[src/rtl/crc_engine_if.sv]
// ---------------------------------------------------------------------------
// crc_engine_if
// Byte-stream handshake and result bundle for crc_engine.
//   din        : data byte from the source
//   din_valid  : byte present on din
//   din_sof    : first byte of a frame (engine reloads its preset)
//   din_last   : last byte of a frame (engine publishes the result)
//   din_ready  : engine can accept a byte this cycle
//   crc_out    : final CRC of the last completed frame
//   crc_valid  : crc_out / crc_match are meaningful
//   crc_match  : raw register was zero at frame end (appended-CRC residue)
//   busy       : engine is folding a byte
// master = byte source / result consumer, slave = the engine.
// ---------------------------------------------------------------------------
interface crc_engine_if #(
  parameter int CRC_W = 16
);
  logic [7:0]       din;
  logic             din_valid;
  logic             din_sof;
  logic             din_last;
  logic             din_ready;
  logic [CRC_W-1:0] crc_out;
  logic             crc_valid;
  logic             crc_match;
  logic             busy;

  modport master (
    output din, din_valid, din_sof, din_last,
    input  din_ready, crc_out, crc_valid, crc_match, busy
  );

  modport slave (
    input  din, din_valid, din_sof, din_last,
    output din_ready, crc_out, crc_valid, crc_match, busy
  );
endinterface

[src/rtl/crc_engine.sv]
// ---------------------------------------------------------------------------
// crc_engine
// Parametrised CRC generator/checker over a byte stream. Each accepted byte
// is XORed into the raw register and then folded BITS_PER_CLK bits per
// cycle, so one byte takes N = 8/BITS_PER_CLK busy cycles.
//   clk    : system clock, rising edge
//   rst_n  : asynchronous active-low reset
//   clr    : synchronous abort/clear, dominant over the byte handshake
//   bus    : crc_engine_if.slave (byte handshake in, CRC result out)
// ---------------------------------------------------------------------------
module crc_engine #(
  parameter int               CRC_W        = 16,
  parameter logic [CRC_W-1:0] POLY         = 16'h8005,
  parameter logic [CRC_W-1:0] INIT         = 16'hFFFF,
  parameter bit               REFIN        = 1'b1,
  parameter bit               REFOUT       = 1'b1,
  parameter logic [CRC_W-1:0] XOROUT       = 16'h0000,
  parameter int               BITS_PER_CLK = 1
) (
  input  logic          clk,
  input  logic          rst_n,
  input  logic          clr,
  crc_engine_if.slave   bus
);

  localparam int         N        = 8 / BITS_PER_CLK;
  localparam logic [3:0] CNT_LAST = 4'(N - 1);

  typedef enum logic [1:0] {
    IDLE  = 2'd0,
    SHIFT = 2'd1,
    DONE  = 2'd2
  } state_t;

  function automatic logic [CRC_W-1:0] reverse_w(input logic [CRC_W-1:0] v);
    logic [CRC_W-1:0] r;
    r = '0;
    for (int i = 0; i < CRC_W; i++) r[i] = v[CRC_W-1-i];
    return r;
  endfunction

  // A reflected engine works on the mirrored register, so both the
  // polynomial and the preset are mirrored to match the standard CRC model.
  localparam logic [CRC_W-1:0] POLY_REV     = reverse_w(POLY);
  localparam logic [CRC_W-1:0] INIT_ALIGNED = REFIN ? reverse_w(INIT) : INIT;

  // One cycle's worth of conditional shift/XOR steps.
  function automatic logic [CRC_W-1:0] fold_bits(input logic [CRC_W-1:0] v);
    logic [CRC_W-1:0] r;
    r = v;
    for (int i = 0; i < BITS_PER_CLK; i++) begin
      if (REFIN) r = r[0] ? ((r >> 1) ^ POLY_REV) : (r >> 1);
      else       r = r[CRC_W-1] ? ((r << 1) ^ POLY) : (r << 1);
    end
    return r;
  endfunction

  state_t           state;
  logic [CRC_W-1:0] raw;
  logic [3:0]       bit_cnt;
  logic             last_q;
  logic [CRC_W-1:0] crc_out_q;
  logic             crc_valid_q;
  logic             crc_match_q;
  logic             ready_q;
  logic             busy_q;

  logic [CRC_W-1:0] din_aligned;
  logic [CRC_W-1:0] raw_folded;
  logic [CRC_W-1:0] result_next;

  // Reflected input enters at the bottom of the register, normal at the top.
  assign din_aligned = REFIN ? CRC_W'(bus.din) : (CRC_W'(bus.din) << (CRC_W - 8));
  assign raw_folded  = fold_bits(raw);
  assign result_next = ((REFOUT != REFIN) ? reverse_w(raw_folded) : raw_folded) ^ XOROUT;

  // Control FSM; ready/busy are registered alongside the state so they
  // change exactly on the transitions into and out of SHIFT.
  always_ff @(posedge clk or negedge rst_n) begin
    if (!rst_n) begin
      state       <= IDLE;
      raw         <= INIT_ALIGNED;
      bit_cnt     <= '0;
      last_q      <= 1'b0;
      crc_out_q   <= '0;
      crc_valid_q <= 1'b0;
      crc_match_q <= 1'b0;
      ready_q     <= 1'b1;
      busy_q      <= 1'b0;
    end else if (clr) begin
      // crc_out is deliberately held so the last result stays readable.
      state       <= IDLE;
      raw         <= INIT_ALIGNED;
      bit_cnt     <= '0;
      last_q      <= 1'b0;
      crc_valid_q <= 1'b0;
      crc_match_q <= 1'b0;
      ready_q     <= 1'b1;
      busy_q      <= 1'b0;
    end else begin
      case (state)
        IDLE, DONE: begin
          if (bus.din_valid) begin
            raw         <= (bus.din_sof ? INIT_ALIGNED : raw) ^ din_aligned;
            last_q      <= bus.din_last;
            bit_cnt     <= '0;
            crc_valid_q <= 1'b0;
            ready_q     <= 1'b0;
            busy_q      <= 1'b1;
            state       <= SHIFT;
          end
        end
        SHIFT: begin
          raw <= raw_folded;
          if (bit_cnt == CNT_LAST) begin
            bit_cnt <= '0;
            ready_q <= 1'b1;
            busy_q  <= 1'b0;
            if (last_q) begin
              crc_out_q   <= result_next;
              crc_match_q <= (raw_folded == '0);
              crc_valid_q <= 1'b1;
              state       <= DONE;
            end else begin
              state <= IDLE;
            end
          end else begin
            bit_cnt <= bit_cnt + 4'd1;
          end
        end
        default: state <= IDLE;
      endcase
    end
  end

  assign bus.din_ready = ready_q;
  assign bus.busy      = busy_q;
  assign bus.crc_out   = crc_out_q;
  assign bus.crc_valid = crc_valid_q;
  assign bus.crc_match = crc_match_q;

endmodule

[src/flat_wrapper.sv]
// flat-port wrapper written by rule: the top's interface ports become plain ports
module crc_engine_flat 
#(
  parameter int               CRC_W        = 16,
  parameter logic [CRC_W-1:0] POLY         = 16'h8005,
  parameter logic [CRC_W-1:0] INIT         = 16'hFFFF,
  parameter bit               REFIN        = 1'b1,
  parameter bit               REFOUT       = 1'b1,
  parameter logic [CRC_W-1:0] XOROUT       = 16'h0000,
  parameter int               BITS_PER_CLK = 1
)
  (clk, rst_n, clr, bus_din, bus_din_valid, bus_din_sof, bus_din_last, bus_din_ready, bus_crc_out, bus_crc_valid, bus_crc_match, bus_busy);
  crc_engine_if #(.CRC_W(CRC_W)) bus_i ();
  input  logic clk;
  input  logic rst_n;
  input  logic clr;
  input wire logic [$bits(bus_i.din)-1:0] bus_din;
  input wire logic [$bits(bus_i.din_valid)-1:0] bus_din_valid;
  input wire logic [$bits(bus_i.din_sof)-1:0] bus_din_sof;
  input wire logic [$bits(bus_i.din_last)-1:0] bus_din_last;
  output wire logic [$bits(bus_i.din_ready)-1:0] bus_din_ready;
  output wire logic [$bits(bus_i.crc_out)-1:0] bus_crc_out;
  output wire logic [$bits(bus_i.crc_valid)-1:0] bus_crc_valid;
  output wire logic [$bits(bus_i.crc_match)-1:0] bus_crc_match;
  output wire logic [$bits(bus_i.busy)-1:0] bus_busy;
  assign bus_i.din = bus_din;
  assign bus_i.din_valid = bus_din_valid;
  assign bus_i.din_sof = bus_din_sof;
  assign bus_i.din_last = bus_din_last;
  assign bus_din_ready = bus_i.din_ready;
  assign bus_crc_out = bus_i.crc_out;
  assign bus_crc_valid = bus_i.crc_valid;
  assign bus_crc_match = bus_i.crc_match;
  assign bus_busy = bus_i.busy;
  crc_engine #(.CRC_W(CRC_W), .POLY(POLY), .INIT(INIT), .REFIN(REFIN), .REFOUT(REFOUT), .XOROUT(XOROUT), .BITS_PER_CLK(BITS_PER_CLK)) u_core (.clk(clk), .rst_n(rst_n), .clr(clr), .bus(bus_i));
endmodule
[config.mk]
export PLATFORM = sky130hd
export DESIGN_NAME = crc_engine_flat
export DESIGN_NICKNAME = d
export VERILOG_FILES = /design/src/rtl/crc_engine_if.sv /design/src/rtl/crc_engine.sv /design/src/flat_wrapper.sv
export SDC_FILE = /design/constraint.sdc
export NUM_CORES = 1
export LEC_CHECK = 0
export ABC_CLOCK_PERIOD_IN_PS = 2700
export CAP_MARGIN = 20
export CORE_MARGIN = 1.5
export CORE_UTILIZATION = 57
export DETAILED_ROUTE_END_ITERATION = 6
export GPL_ROUTABILITY_DRIVEN = 0
export GPL_TIMING_DRIVEN = 1
export PLACE_DENSITY = 0.92
export SYNTH_ARGS = -nofsm -noshare
export SYNTH_HDL_FRONTEND = slang
export SYNTH_SLANG_ARGS = --single-unit
[constraint.sdc]
create_clock -name clk -period 2.7 [get_ports clk]
set_clock_uncertainty 0.2 [all_clocks]
set_input_delay 0.675 -clock clk [delete_from_list [all_inputs] [get_ports clk]]
set_output_delay 0.675 -clock clk [all_outputs]
set_load 0.02 [all_outputs]
# Word level (Yosys, flattened, before mapping)
# Index checks and enable logic that the tools add are counted.
dict set report word_totals {
  ram_bits 0
  word_cells 68
  ff_bits 43
  mem_count 0
  mem_bits_ro 0
  in_bits 14
  latch_bits 0
  out_inout_bits 20
}
dict set report op_classes {
  multipliers 0
  shift 0
  n_addsub 1
  n_bitwise 3
  n_lt_le_gt_ge 0
  n_eq_ne 6
  n_reduce_logical 16
  muxes 33
  div 0
}
# operator n
set op_table {}
lappend op_table {{16-bit 2-to-1 mux} 4}
lappend op_table {{16-bit one-hot mux with 2 select lines} 1}
lappend op_table {{16-bit zero test} 1}
lappend op_table {{1-bit 2-to-1 mux} 16}
lappend op_table {{16-bit by 8-bit XOR with 16-bit output} 1}
lappend op_table {{4-bit 2-to-1 mux} 3}
lappend op_table {{2-bit nonzero test} 5}
lappend op_table {{2-bit 2-to-1 mux} 4}
lappend op_table {{4-bit one-hot mux with 2 select lines} 1}
lappend op_table {{4-bit AND reduction} 2}
lappend op_table {{3-bit by 2-bit inequality test with 1-bit output, second input constant} 2}
lappend op_table {{1-bit one-hot mux with 2 select lines} 3}
lappend op_table {{2-bit AND reduction} 3}
lappend op_table {{3-bit AND reduction} 2}
lappend op_table {{4-bit by 1-bit adder with 4-bit output, second input constant} 1}
lappend op_table {{4-bit by 3-bit == test with 1-bit output, second input constant} 1}
lappend op_table {{2-bit one-hot mux with 2 select lines} 1}
lappend op_table {{3-bit inequality test, second input constant} 1}
lappend op_table {{2-bit NOT with 3-bit output} 1}
lappend op_table {{3-bit nonzero test} 1}
lappend op_table {{2-bit by 1-bit == test with 1-bit output, second input constant} 1}
lappend op_table {{2-bit == test, second input constant} 1}
lappend op_table {{2-bit zero test} 1}
lappend op_table {{2-bit OR reduction} 1}
lappend op_table {{1-bit NOT} 1}

# Logic depth before layout (Yosys ltp)
# Gate-level depths: netlist of run 1.
dict set report logic_depth {
  word_depth 7
  depth_mapped 6
  ltp_nobuf 4
}

# Least setup slack after synthesis of run 1
# OpenSTA, ideal clock, no wires.
dict set report synth_path {
  kind {in2reg}
  start {input clr}
  end {register u_core.crc_out_q[0] (netlist: u_core.bus.crc_out[0])}
  setup_time_ns 0.125
  arrival_time_ns 1.919
  stages 6
  slack_ns 0.456
  n_path_buf 3
  path_cell_list {buf_2 -> or3b_1 -> buf_6 -> nor2_8 -> buf_12 -> mux2_4}
}
dict set report synth_via {
  elab_chain_cells 2
}
# item line_no
set synth_rtl {}
lappend synth_rtl {{start, declared} flat_wrapper.sv:16} ;# input logic clr;
lappend synth_rtl {{1-bit NOT (no source line)} --}
lappend synth_rtl {{4-bit AND reduction (no source line)} --}
lappend synth_rtl {{end signal, assigned} crc_engine.sv:120} ;# crc_out_q <= result_next;
lappend synth_rtl {{end, declared} crc_engine.sv:62} ;# logic [CRC_W-1:0] crc_out_q;
# Every way passes these cells.
# A chain may end at the register's enable or synchronous reset.

# Worst setup path in the final report of run 1
dict set report layout_path {
  start {register u_core.ready_q (netlist: u_core.bus.din_ready)}
  end {output bus_din_ready}
}
# item line_no
set layout_lines {}
lappend layout_lines {{start, declared} crc_engine.sv:65} ;# logic ready_q;
lappend layout_lines {{start signal, assigned} crc_engine.sv:88} ;# ready_q <= 1'b1;
lappend layout_lines {{start signal, assigned} crc_engine.sv:98} ;# ready_q <= 1'b1;
lappend layout_lines {{start signal, assigned} crc_engine.sv:108} ;# ready_q <= 1'b0;
lappend layout_lines {{end, declared} flat_wrapper.sv:21} ;# output wire logic [$bits(bus_i.din_ready)-1:0] bus_din_ready;
# No word-level cell between the ends.

==> results.md, run 1 <==
- Outcome: completed
- Fmax: roughly 420 MHz
- Number of flops mapped to enable cells by yosys: 0
- Initial DRC Count: roughly 110
- Final setup TNS: 0 ns
- First-pass detailed-route iteration total: 4
- Bufs and invs on worst path: 1
- TritonCTS clock tree: done
- RSZ-0062 raised after global routing: no
- Initial antenna violation count: 0
- # diodes: 0
- Fillers: 240
- Final Max Tran Viols: 0
- DP HPWL: 3.13 mm
- Critical Path Sink Type: output port
- Remaining Overflow, GRT: 0
- Port bufs: 33
- Worst-Margin Slew: about 0.92 ns
- Die width: about 63 um
- Area share of the largest cell type after synthesis: between 30% and 40%
- Synth async-reset ratio: between 90% and 100%
- DRC: 0
- R2r worst-path depth: 4
- Post-Syn Area: approximately 0.0021 mm2
- Worst slew margin: 38.8%
- Yosys cell types: 39
- Top-level I/O count: 34
- H-tree levels: 2
- Critical path fanouts, max: 2
- CTS max path bufs: 2
- Worst hold path type: input pin to async pin
- WS Path Type: flop to output port
- Crit path max-delay cell type: clkdlybuf4s50_1
- Routed WL: 4.50 mm
- Via Count: about 1600
- Vias in the first global route: around 1600
- Max incr delay on CP: slightly below 0.6 ns
- WL per Instance: approximately 17 um
- Peak VDD IR: 0.407 mV
- CTS Root Cell: clkbuf_4
- Hold_buf cts: 0
- Cell Chain, Critical Path: clkdlybuf4s50_1
- # Post-CTS Setup Buffers: 0
- Fin crit share: around nine tenths
- Commonest cells post-synth: 26 x dfrtp_1, 17 x dfstp_2, 16 x a21oi_1, 10 x mux2_4
- Leakage: about 1.1 nW
- Post-Synthesis Cells: ~180
- Post-route ant nets: 0
- Total track usage: about a quarter
- CP top delay family: buffers and inverters
- Worst-path clk slew: approximately 0.13 ns
- Area Growth Syn to Fin: 23.2%
- Ys flop type: dfrtp_1
- Clk_lat worst skew: between 0.3 and 0.4 ns
- DR vias/cell: around 6
- TritonCTS buffer count: 5
- Synth warn: 0
- Cts repair resizes: 0
- Finished Layout Cells: 261
- Power Dens Cells: ~500 mW/mm2
- Endpoints failing setup: 0
- CP Depth: 1
- Largest net degree at the start of global routing: between 40 and 50
- Multi-input logic area: between 800 and 900 um2
- Die area: approximately 0.004 mm2
- Initial Utilization: around 60%
- Final hold vios: 0
- Fin crit period: between 2 and 2.5 ns
- Most common cell in the netlist: dfrtp_1
- Floorplan row count: 21
- First-pass GRT wire length: 7.53 mm
- CP Data Required Time: between 1.5 and 2 ns
- Share of post-route cells with drive strength above 1: between 20% and 30%
- Max cap viols: 0
- Critical path arrival: 1.51 ns
- Core area: 0.00342 mm2
- Crit path launch type: flop
- Seq/Total Area, Yosys: between 50% and 60%
- NumNets Final: around 230
- Syn_area_per_cell: between 10 and 15 um2
- Syn Nets: around 190
- Largest cells by area after synthesis: dfrtp_1 32%, dfstp_2 22%, mux2_4 7.3%
- Placed Cells: ~250
- FF+latch area: roughly 0.0011 mm2
- Die Y: ~63 um
- Seq cells post-synth: 43
- Clk sinks: 43
- Cell taking the most area after synthesis: dfrtp_1
-- layout by cell type (no fill, tap or decap), drive strengths merged, types with 4 or more instances in the layout --
| cell type | count |
|---|---|
| dfstp | 17 |
| or2 | 8 |
| nor2 | 9 |
| nand2b | 4 |
| mux2 | 16 |
| clkbuf | 6 |
| o22a | 8 |
| o21ai | 7 |
| o311ai | 5 |
| nand3 | 4 |
| dfrtp | 26 |
| clkdlybuf4s50 | 32 |
| nand2 | 8 |
| a21oi | 16 |
| buf | 9 |
| nand3b | 4 |
-- cell type report --
| type | count | share of cell area (%) |
|---|---|---|
| Timing Repair Buffer | 41 | 15.7 |
| Tap cell | 46 | 2.26 |
| Clock buffer | 6 | 2.02 |
| Multi-Input combinational cell | 122 | 35.4 |
| Inverter | 1 | 0.148 |
| Clock inverter | 2 | 1.38 |
| Sequential cell | 43 | 43.2 |
-- stage by stage --
step | hold WS [ns] | utilization, % | power (W) | setup WS, ns | cell area [um2]
floorplan | 0.179 | - | 0.000792 | 0.456 | 2060
global route | 0.287 | 74.4 | 0.00133 | 0.268 | 2540
global placement | 0.292 | 71.9 | 0.000853 | 0.170 | 2450
CTS | 0.278 | 74.4 | 0.00128 | 0.311 | 2540
detailed placement | 0.295 | 71.9 | 0.000863 | 0.139 | 2450
finish | 0.238 | 74.4 | 0.00127 | 0.317 | 2540
-- cell families (layout without fill, tap and decap cells) --
group | count (synthesis) | after routing | synth area share, %
simple gates | 52 | 52 | 14.9
flops | 43 | 43 | 53.2
fa+ha+maj | 1 | 1 | 0.606
compound gates | 50 | 50 | 16.3
buf+inv | 11 | 50 | 3.27
mux | 16 | 16 | 10.6
xor+xnor | 3 | 3 | 1.27
-- report_power, final --
group,switching (W),total (W),internal [W]
Clock,0.000200,0.000419,0.000219
Combinational,0.0000797,0.000144,0.0000647
Sequential,0.0000313,0.000710,0.000679
-- registers in the layout (all words and copies together), names as in the netlist --
signal and count:
u_core.bus.busy 1, u_core.state 2, u_core.bit_cnt 4, u_core.last_q 1, u_core.raw 16, u_core.bus.din_ready 1
u_core.bus.crc_valid 1, u_core.bus.crc_out 16, u_core.bus.crc_match 1
-- worst paths after layout --
| check | from | to | slack, ns |
|---|---|---|---|
| max | u_core.bus.din_ready$_DFFE_PN1P_ | bus_din_ready | 0.32 |
| min | rst_n | u_core.bus.crc_out[5]$_DFFE_PN0P_ | 0.24 |
| max reg2reg | u_core.state[0]$_DFFE_PN0P_ | u_core.bus.crc_out[10]$_DFFE_PN0P_ | 0.77 |
| min reg2reg | u_core.bus.crc_out[13]$_DFFE_PN0P_ | u_core.bus.crc_out[13]$_DFFE_PN0P_ | 0.32 |
| max in group asynchronous | rst_n | u_core.last_q$_DFFE_PN0P_ | 1.48 |
| min in group clk | u_core.bus.crc_out[13]$_DFFE_PN0P_ | u_core.bus.crc_out[13]$_DFFE_PN0P_ | 0.32 |
-- layer usage --
layer | global-route usage [%] | up-vias | routed length, um
met2 | 40.2 | 63 | 2280
li1 | - | 726 | -
met1 | 30.7 | 775 | 1900
met4 | 7.78 | 0 | 49
met5 | 0 | - | 0
met3 | 7.32 | 9 | 262
Note: power is estimated with default switching activity, not from simulation.
==> inputs of run 2 (changes only) <==
--- a/config.mk
+++ b/config.mk
@@ -8,11 +8,12 @@
 export ABC_CLOCK_PERIOD_IN_PS = 2700
 export CAP_MARGIN = 20
 export CORE_MARGIN = 1.5
-export CORE_UTILIZATION = 57
+export CORE_UTILIZATION = 51
 export DETAILED_ROUTE_END_ITERATION = 6
 export GPL_ROUTABILITY_DRIVEN = 0
 export GPL_TIMING_DRIVEN = 1
-export PLACE_DENSITY = 0.92
+export PLACE_DENSITY = 0.84
+export SETUP_SLACK_MARGIN = 0.15
 export SYNTH_ARGS = -nofsm -noshare
 export SYNTH_HDL_FRONTEND = slang
 export SYNTH_SLANG_ARGS = --single-unit
==> results.md, run 2 (synthesis gave the netlist of run 1 again) <==
- Outcome: completed
- Fmax: 437 MHz
- Floorplan row count: 22
- Remaining Overflow, GRT: 0
- NumNets Final: 230
- DRC: 0
- Via Count: ~1600
- CP Data Required Time: ~1.8 ns
- Critical path fanouts, max: 2
- First-pass detailed-route iteration total: 4
- Post-place setup slack: about 0.13 ns
- Fin Hold WS: roughly 0.12 ns
- Hold_buf cts: 0
- Final Max Tran Viols: 0
- GR met1 Demand/Resource: between 20% and 30%
- Worst hold path type: input pin to async pin
- Port bufs: 33
- # Post-CTS Setup Buffers: 0
- Total track usage: 23.2%
- Core area: around 0.0038 mm2
- TritonCTS clock tree: done
- Commonest non-fill, non-tap cell in the layout: clkdlybuf4s50_1
- GR peak layer: met2
- Worst-path clk slew: about 0.08 ns
- Clk_lat worst skew: 0.30 ns
- Area Growth Syn to Fin: 23.4%
- Endpoints failing setup: 0
- Top-level I/O count: 34
- Clk sinks: 43
- Fin crit share: a little over four fifths
- Max incr delay on CP: approximately 0.59 ns
- First-pass GRT wire length: around 7.6 mm
- Critical Path Sink Type: output port
- Share of post-route cells with drive strength above 1: 27.3%
- Most frequent cells in the layout: 32 x clkdlybuf4s50_1, 26 x dfrtp_1, 17 x dfstp_2
- Crit path max-delay cell type: clkdlybuf4s50_1
- Bufs and invs on worst path: 1
- DP HPWL: around 3.2 mm
- TritonCTS buffer count: 5
- Vias in the first global route: roughly 1600
- Peak VDD IR: approximately 0.33 mV
- Post-route ant nets: 0
- Leakage: approximately 1.1 nW
- Initial antenna violation count: 0
- Met2 Track Usage GR: a little under two fifths
- WS Path Type: flop to output port
- Routed WL: between 4 and 5 mm
- Critical path arrival: between 1 and 1.5 ns
- H-tree levels: 2
- Worst-Margin Slew: ~0.75 ns
- CTS max path bufs: 2
- CP top delay family: buffers and inverters
- Fin crit period: around 2.3 ns
- Largest net degree at the start of global routing: 25
- Worst slew margin: about 50%
- Fillers: 273
- Tot Pwr: about 0.0012 W
- Initial DRC Count: around 140
- Final setup TNS: 0 ns
- Die width: around 67 um
- Cell Chain, Critical Path: clkdlybuf4s50_1
- CTS Root Cell: clkbuf_8
- Die area: around 0.0044 mm2
- RSZ-0062 raised after global routing: no
- Cts repair resizes: 0
- DR vias/cell: approximately 6
- # diodes: 0
- Setup slack after layout: 0.409 ns
- Initial Utilization: 54.7%
- Power Dens Cells: 489 mW/mm2
- Final hold vios: 0
- Crit path launch type: flop
- Met3 GRT Util: 6.25%
- Die Y: roughly 67 um
- WL per Instance: around 17 um
- Max cap viols: 0
[run 2: routing by layer]
layer | share of wire, % | routed length (um)
met5 | 0 | 0
met4 | 0.94 | 42
met3 | 4.4 | 198
met2 | 49 | 2210
met1 | 45 | 2020
[run 2: layout make-up]
class                      count  area (um2)  area share (%)
clock inverter                 1        5.00           0.197
multi-input combinational    122         898            35.3
tap                           48        60.1            2.36
sequential                    43        1100            43.1
inverter                       1        3.75           0.147
timing repair buffer          42         405            15.9
clock buffer                   7        76.3            3.00
[run 2: power breakdown]
part | internal [W] | switching (W) | total (W)
sequential | 0.000679 | 0.0000312 | 0.000710
combinational | 0.0000640 | 0.0000784 | 0.000142
clock | 0.000182 | 0.000212 | 0.000394
total | 0.000924 | 0.000322 | 0.00125
[run 2: worst paths after layout]
| kind | startpoint | to | slack [ns] | depth (start not counted) |
|---|---|---|---|---|
| max in group asynchronous | rst_n | u_core.raw[12]$_DFFE_PN1P_ | 1.45 | 2 |
| worst max-delay path | u_core.bus.din_ready$_DFFE_PN1P_ | bus_din_ready | 0.41 | 1 |
| worst min register to register | u_core.bus.crc_out[13]$_DFFE_PN0P_ | u_core.bus.crc_out[13]$_DFFE_PN0P_ | 0.31 | 1 |
| worst min-delay path | rst_n | u_core.bus.crc_out[4]$_DFFE_PN0P_ | 0.12 | 1 |
| min in group clk | u_core.bus.crc_out[13]$_DFFE_PN0P_ | u_core.bus.crc_out[13]$_DFFE_PN0P_ | 0.31 | 1 |
| worst max register to register | u_core.state[0]$_DFFE_PN0P_ | u_core.bus.crc_match$_DFFE_PN0P_ | 0.72 | 4 |
[run 2: metrics by stage]
stage	utilization [%]	area, um2	instances
3_5_place_dp	65.4	2460	256
4_1_cts	67.5	2550	264
2_1_floorplan	-	2060	176
3_3_place_gp	65.4	2460	256
6_report	67.5	2550	264
5_1_grt	67.5	2550	264
==> inputs of run 3 (changes only) <==
--- a/config.mk
+++ b/config.mk
@@ -5,14 +5,14 @@
 export SDC_FILE = /design/constraint.sdc
 export NUM_CORES = 1
 export LEC_CHECK = 0
-export ABC_CLOCK_PERIOD_IN_PS = 2700
+export ABC_CLOCK_PERIOD_IN_PS = 2100
 export CAP_MARGIN = 20
 export CORE_MARGIN = 1.5
-export CORE_UTILIZATION = 51
+export CORE_UTILIZATION = 47
 export DETAILED_ROUTE_END_ITERATION = 6
 export GPL_ROUTABILITY_DRIVEN = 0
 export GPL_TIMING_DRIVEN = 1
-export PLACE_DENSITY = 0.84
+export PLACE_DENSITY = 0.82
 export SETUP_SLACK_MARGIN = 0.15
 export SYNTH_ARGS = -nofsm -noshare
 export SYNTH_HDL_FRONTEND = slang
==> constraint.sdc (replaced) <==
create_clock -name clk -period 2.1 [get_ports clk]
set_clock_uncertainty 0.2 [all_clocks]
set_input_delay 0.525 -clock clk [delete_from_list [all_inputs] [get_ports clk]]
set_output_delay 0.525 -clock clk [all_outputs]
set_load 0.02 [all_outputs]
==> results.md, run 3 (synthesis gave the netlist of run 1 again) <==
- Worst-path clk slew: approximately 0.09 ns
- Endpoints failing setup: 0
- Fmax: 532 MHz
- Initial Utilization: between 50 and 60%
- Max cap viols: 0
- Fin Hold WS: approximately 0.32 ns
- H-tree levels: 2
- CTS max path bufs: 2
- Share of post-route cells with drive strength above 1: approximately 32%
- Largest net degree at the start of global routing: 25
- Top-level I/O count: 34
- Port bufs: 33
- DP HPWL: between 3 and 4 mm
- Clk_lat worst skew: 0.30 ns
- DR vias/cell: around 6
- Bufs and invs on worst path: 1
- NumNets Final: ~240
- TritonCTS buffer count: 5
- CP Data Required Time: 1.37 ns
- Crit path launch type: flop
- Final hold vios: 0
- Placed Cells: between 200 and 300
- Vias in the first global route: approximately 1600
- Critical path arrival: between 1 and 1.5 ns
- Final Max Tran Viols: 0
- First-pass GRT wire length: between 7 and 8 mm
- Area Growth Syn to Fin: 28.7%
- Fin crit share: around 89%
- Crit path max-delay cell type: dfstp_2
- Routed WL: 4.68 mm
- Final setup TNS: 0 ns
- Critical Path Sink Type: output port
- Critical path fanouts, max: 2
- WL per Instance: approximately 17 um
- WS Path Type: flop to output port
- Worst-Margin Slew: approximately 0.49 ns
- Total track usage: between 20% and 30%
- Outcome: completed
- # diodes: 0
- Most frequent cells in the layout: 25 x dfrtp_1, 21 x dlygate4sd2_1, 17 x dfstp_2
- First-pass detailed-route iteration total: 4
- Leakage: ~1.2 nW
- Fin crit period: around 1.9 ns
- Cell Chain, Critical Path: dlygate4sd2_1
- Worst hold path type: flop to flop
- Power Dens Cells: between 600 and 700 mW/mm2
- Worst slew margin: between 60% and 70%
- Fillers: between 300 and 400
- RSZ-0062 raised after global routing: no
- Clk sinks: between 40 and 50
- Peak VDD IR: approximately 0.31 mV
- Max incr delay on CP: 0.53 ns
- Die Y: a little under 70 um
- Remaining Overflow, GRT: 0
- CTS Root Cell: clkbuf_8
- DRC: 0
- TritonCTS clock tree: done
- Via Count: between 1500 and 2000
- CP top delay family: flip-flops
- Die width: about 69 um
- Final core occ: approximately 65%
- Post-route ant nets: 0
- Commonest non-fill, non-tap cell in the layout: dfrtp_1
- Initial DRC Count: between 90 and 100
- Core area: between 0.004 and 0.005 mm2
- Die area: roughly 0.0048 mm2
- Floorplan row count: 23
- Initial antenna violation count: 0
- Finished Layout Cells: 275
[run 3: changes by cell type in the layout (fill, tap and decap cells not counted), moves of 3 or more]
cell / change
buf_4: +6
clkdlybuf4s50_1: -21
dlygate4sd2_1: +21
o311ai_0: -3
o311ai_1: +3
[run 3: final timing paths]
check	cells past startpoint	to	start	slack, ns
max	1	bus_din_ready	u_core.bus.din_ready$_DFFE_PN1P_	0.22
min	1	u_core.bus.crc_out[6]$_DFFE_PN0P_	u_core.bus.crc_out[6]$_DFFE_PN0P_	0.32
max reg2reg	6	u_core.bus.crc_out[11]$_DFFE_PN0P_	u_core.bit_cnt[1]$_DFFE_PN0P_	0.24
min reg2reg	1	u_core.bus.crc_out[6]$_DFFE_PN0P_	u_core.bus.crc_out[6]$_DFFE_PN0P_	0.32
max in group asynchronous	3	u_core.raw[14]$_DFFE_PN1P_	rst_n	0.61
min in group asynchronous	2	u_core.bus.crc_valid$_DFFE_PN0P_	rst_n	0.52
[run 3: metal layers]
metal,routed length [um],vias to the layer above,global-route usage (%)
met5,0,-,0
met4,116,0,6.97
met3,330,13,5.09
met2,2250,63,30.9
met1,1990,813,29.3
li1,-,749,-
[run 3: final cells by class]
type,instances,area (um2),share of cell area (%)
sequential,43,1100,41.4
multi-input combinational,122,917,34.5
timing repair buffer,51,482,18.1
clock buffer,5,68.8,2.59
tap,50,62.6,2.36
clock inverter,3,23.8,0.895
inverter,1,3.75,0.141
[run 3: timing repair]
action | in CTS | in global routing
cloned | 1 | 0
setup endpoints to repair | 36 | 11
setup buffers | 2 | 2
pin swaps | 2 | 3
resized for setup | 24 | 6
hold endpoints to repair | 11 | 0
hold buffers | 1 | 0
[run 3: through the flow]
| stage | worst slack, ns | area [um2] | power [W] |
|---|---|---|---|
| floorplan | 0.0413 | 2070 | 0.00102 |
| global placement | -0.276 | 2500 | 0.00111 |
| detailed placement | -0.296 | 2500 | 0.00112 |
| CTS | 0.167 | 2630 | 0.00165 |
| global route | 0.182 | 2660 | 0.00173 |
| finish | 0.221 | 2660 | 0.00165 |
[run 3: report_power, final]
group	leakage, nW	internal (W)	total [W]	switching [W]
clock network	0.0408	0.000238	0.000537	0.000299
registers	0.538	0.000873	0.000913	0.0000399
logic	0.618	0.0000930	0.000198	0.000105
